--- src/rtl/cpu_boot_loader.sv ---
// Boot-time program loader: accepts a LEN/data/CSUM byte frame, writes assembled
// instructions into instruction memory and releases the CPU only after a verified image.
module cpu_boot_loader #(
    parameter int INSTR_WIDTH = 16,
    parameter int ADDR_WIDTH  = 8
) (
    input  logic                   clk,
    input  logic                   rst,
    input  logic [7:0]             in_data,
    input  logic                   in_valid,
    output logic                   in_ready,
    input  logic                   start,
    output logic                   imem_we,
    output logic [ADDR_WIDTH-1:0]  imem_addr,
    output logic [INSTR_WIDTH-1:0] imem_wdata,
    output logic                   cpu_rst,
    output logic                   done,
    output logic                   err
);
    // state  | meaning
    // S_LEN  | waiting for LEN byte (instruction count)
    // S_DATA | receiving instruction bytes, MSB-first
    // S_CSUM | waiting for checksum byte
    // S_DONE | image verified, CPU released
    // S_ERR  | image rejected, CPU held in reset

    localparam int BYTES = INSTR_WIDTH / 8;
    localparam int BW = (BYTES > 1) ? $clog2(BYTES) : 1;
    localparam logic [BW-1:0] LAST_BYTE = BW'(BYTES - 1);
    localparam logic [31:0] DEPTH = 32'd1 << ADDR_WIDTH;

    typedef enum logic [2:0] {S_LEN, S_DATA, S_CSUM, S_DONE, S_ERR} state_t;

    state_t                 state, state_next;
    logic [7:0]             len_q;
    logic [7:0]             csum_q;
    logic [INSTR_WIDTH-1:0] asm_q;
    logic [INSTR_WIDTH-1:0] asm_next;
    logic [BW-1:0]          byte_idx;
    logic [ADDR_WIDTH:0]    instr_cnt;
    logic                   xfer;
    logic                   last_byte;
    logic                   last_instr;

    assign in_ready   = (state == S_LEN) || (state == S_DATA) || (state == S_CSUM);
    assign done       = (state == S_DONE);
    assign err        = (state == S_ERR);
    assign cpu_rst    = (state != S_DONE);
    assign xfer       = in_valid && in_ready;
    assign asm_next   = (asm_q << 8) | INSTR_WIDTH'(in_data);
    assign last_byte  = (byte_idx == LAST_BYTE);
    assign last_instr = (32'(instr_cnt) + 32'd1) == 32'(len_q);

    always_ff @(posedge clk or negedge rst) begin
        if (!rst) state <= S_LEN;
        else      state <= state_next;
    end

    always_comb begin
        state_next = state;
        case (state)
            S_LEN: begin
                if (in_valid) begin
                    if (32'(in_data) > DEPTH) state_next = S_ERR;
                    else if (in_data == 8'd0) state_next = S_CSUM;
                    else                      state_next = S_DATA;
                end
            end
            S_DATA: begin
                if (in_valid && last_byte && last_instr) state_next = S_CSUM;
            end
            S_CSUM: begin
                if (in_valid) state_next = (in_data == csum_q) ? S_DONE : S_ERR;
            end
            S_DONE:  if (start) state_next = S_LEN;
            S_ERR:   if (start) state_next = S_LEN;
            default: state_next = S_LEN;
        endcase
    end

    // The final write of a frame is registered on its last data byte, so it always
    // lands before the CSUM byte can move the FSM to S_DONE.
    always_ff @(posedge clk or negedge rst) begin
        if (!rst) begin
            len_q      <= '0;
            csum_q     <= '0;
            asm_q      <= '0;
            byte_idx   <= '0;
            instr_cnt  <= '0;
            imem_we    <= 1'b0;
            imem_addr  <= '0;
            imem_wdata <= '0;
        end else begin
            imem_we <= 1'b0;
            if (xfer) begin
                case (state)
                    S_LEN: begin
                        len_q     <= in_data;
                        csum_q    <= in_data;
                        instr_cnt <= '0;
                        byte_idx  <= '0;
                    end
                    S_DATA: begin
                        csum_q <= csum_q ^ in_data;
                        asm_q  <= asm_next;
                        if (last_byte) begin
                            byte_idx   <= '0;
                            imem_we    <= 1'b1;
                            imem_addr  <= instr_cnt[ADDR_WIDTH-1:0];
                            imem_wdata <= asm_next;
                            instr_cnt  <= instr_cnt + 1'b1;
                        end else begin
                            byte_idx <= byte_idx + 1'b1;
                        end
                    end
                    default: ;
                endcase
            end
        end
    end

endmodule

--- config.mk ---
export PLATFORM = sky130hd
export DESIGN_NAME = cpu_boot_loader
export DESIGN_NICKNAME = d
export VERILOG_FILES = /design/src/rtl/cpu_boot_loader.sv
export SDC_FILE = /design/constraint.sdc
export NUM_CORES = 1
export LEC_CHECK = 0
export ABC_AREA = 0
export CAP_MARGIN = 10
export CORE_UTILIZATION = 35
export CTS_CLUSTER_SIZE = 30
export DETAILED_ROUTE_END_ITERATION = 10
export GPL_ROUTABILITY_DRIVEN = 0
export PLACE_DENSITY_LB_ADDON = 0.1
export SLEW_MARGIN = 20
export SYNTH_ARGS = -nofsm -noshare
export SYNTH_HDL_FRONTEND = slang
export SYNTH_SLANG_ARGS = --single-unit
--- constraint.sdc ---
create_clock -name clk -period 2.6 [get_ports clk]
set_input_delay 0.52 -clock clk [delete_from_list [all_inputs] [get_ports clk]]
set_output_delay 0.52 -clock clk [all_outputs]
set_load 0.05 [all_outputs]
==> impl_results.md <==
* Share of flip-flops with an asynchronous set or reset at 1.00
* Die Area at 8780 um^2
* Required time of the critical path at 2.08 ns
* Max incr delay on CP at 0.82 ns
* Avg WL per Cell at 14.9 um
* Yosys top cell by area: dfrtp_1
* Status: finished, final reports clean
* Slew margin rel. at 0.531
* Synth Warn # at 0
* Crit-path slowest cell: clkdlybuf4s50_1
* CTS Buf Count at 9
* Hold WC Path Type: input pin to async pin
* DRC Markers at 0
* Min Tclk post-route at 2.42 ns
* Gr usage total at 0.189
* Floorplan row count at 33
* Crit Path Class: register to primary output
* Peak supply drop at 0.579 mV
* Worst-path clk slew at 0.07 ns
* Initial DRC Count at 119
* Final Hold Fails at 0
* I/O Pins at 41
* CTS tree: yes
* Synth unique cells at 41
* Total Power at 0.00426 W
* Post-synthesis area per instance at 8.94 um^2
* RR Endpoint: state[0]
* CP Capture Type: primary output
* Worst setup SP type: register
* Hold buffers post-CTS at 0
* Area after DPL at 3540 um^2
* Max H-tree Level at 3
* Count leader, synth: nand2_1
* Cells after Synth at 329
* Clock Tree Root: clkbuf_8
* Final instance area at 3720 um^2
* Worst reg2reg startpoint: instr_cnt[0]
* P_leak at 1.72 nW
* Drt first pass iters at 4
* Clk buf depth at 2
* R2R Setup Slk at 0.40 ns
* Seq cells post-synth at 62
* Initial Util at 0.360
* Worst reg2reg path depth at 5
* Syn nets at 342
* Die W at 93.7 um
* Top-area cell type share of the netlist area at 0.527
* Post-route clock period utilization at 0.930
* Initial antenna violation count at 0
* Post-Route Skew at 0.00588 ns
* Antenna viol nets, final at 0
* Post-synth EDFFs at 0
* Crit path DAT at 1.90 ns
* Synth area leaders: dfrtp_1 (53%), nand2_1 (16%), xnor2_1 (5.1%)
* Setup TNS at 0 ns
* Synthesized area at 2940 um^2
* Maximum operating frequency at 0.414 GHz
* Number of global-route vias before repair at 2,364
* Worst-margin pin slew at 0.704 ns
* Vias per cell at 4.95
* Cells along the critical path: inv_1 -> nand3_1 -> clkdlybuf4s50_1
* TritonCTS Sinks at 62
* RSZ-0062 raised after global routing: no
* Post-DP HPWL at 5070 um
* Core ar. at 8180 um^2
* Post-synth top flop: dfrtp_1
* Largest net degree at the start of global routing at 35
* Global-route wire length before repair at 12,400 um
* Most frequent cells after synthesis: nand2_1 (124), dfrtp_1 (62), o21ai_0 (28)
* FILL cells at 822
* Routed via count at 2,429
* WL final at 7300 um
* Fin. max-slew vios at 0
* Congestion Overflow GR at 0
* Final setup fails at 0
* Die height at 93.7 um
* Power Dens Cells at 1150 nW/um^2
* Ant. Diodes at 0
* Input/output buffers at 40
* Final layout net count at 394
* Crit Path Max Fanout at 7
* MaxCap Viol Count at 0
* Layout cells sized above 1 at 0.122
* Syn-to-layout area delta at 26.3%
* Register area share after synthesis at 0.527
* Worst-skew pair later-pin latency at 0.33 ns
[metrics by stage]
stage	setup WS, ns	utilization	hold WS, ns	std cells
final	0.182	0.455	0.231	491
after global routing	0.0556	0.455	0.278	491
after CTS	0.125	0.454	0.236	491
after detailed placement	0.360	0.433	0.453	475
after global placement	0.386	0.433	0.444	475
after floorplan	0.465	-	0.224	329
[registers in the layout (all words and copies together), names as in the netlist]
register	cells
asm_q	8
byte_idx	1
csum_q	8
imem_addr	8
imem_wdata	16
imem_we	1
instr_cnt	9
len_q	8
state	3
[critical path: cells and delay by family (launching register included)]
family | cells | cell delay, ns
DFF | 1 | 0.48
buffers and inverters | 2 | 0.95
and+or+nand+nor | 1 | 0.14
[worst max-delay path by stage]
stage / from / end / slack (ns) / depth (start not counted)
6_report: state[2] / cpu_rst / 0.18 / 3
5_1_grt: state[2] / cpu_rst / 0.06 / 3
4_1_cts: state[0] / done / 0.12 / 3
3_5_place_dp: in_data[1] / state[1] / 0.36 / 6
3_3_place_gp: in_valid / state[0] / 0.39 / 6
2_1_floorplan: state[1] / done / 0.46 / 3
[cell usage in the layout, fill, tap and decap left out, types with 2 or more instances in the layout]
cell type and count:
a21oi_1 5, a311oi_1 2, a31oi_1 2, buf_4 18, clkbuf_1 2, clkbuf_8 11, clkdlybuf4s50_1 37, clkinv_2 2
dfrtp_1 62, inv_1 8, mux2_2 9, nand2_1 124, nand3_1 8, nand4_1 6, nor2_1 11, nor4_1 2
o21ai_0 28, o22ai_1 2, o31ai_1 2, o41ai_1 2, or3_1 2, xnor2_1 17
[layout make-up]
cell class,count,area [um^2],share of cell area
sequential,62,1550,0.417
multi-input combinational,242,1280,0.345
tap,105,131,0.0353
clock buffer,13,159,0.0427
inverter,8,30.0,0.00808
clock inverter,3,18.8,0.00505
timing repair buffer,58,543,0.146
[layer usage]
metal,global-route usage,wire [um],vias to the layer above
met3,0.0494,358,5
met5,0,0,-
met4,0.0538,76,0
met2,0.310,3560,58
li1,-,-,1203
met1,0.245,3310,1163
[report_power, final]
part | switching, W | internal, W
Sequential | 0.000260 | 0.00130
Combinational | 0.00121 | 0.000720
Clock | 0.000377 | 0.000398
[timing repair]
item	4_1_cts	5_1_grt
gates resized for setup	0	1
buffers inserted	0	0
endpoints found under the setup margin	0	1
hold endpoints to repair	0	0
[cells by family (layout without fill, tap and decap cells)]
group           after synthesis  after routing  synth area share
buf+inv                      25             82            0.0366
mux                           9              9            0.0344
flops                        62             62             0.527
simple gates                159            159             0.226
compound gates               55             55             0.118
xor+xnor                     18             18            0.0536
fa+ha+maj                     1              1           0.00425
Power figures use the tool's default switching activity.
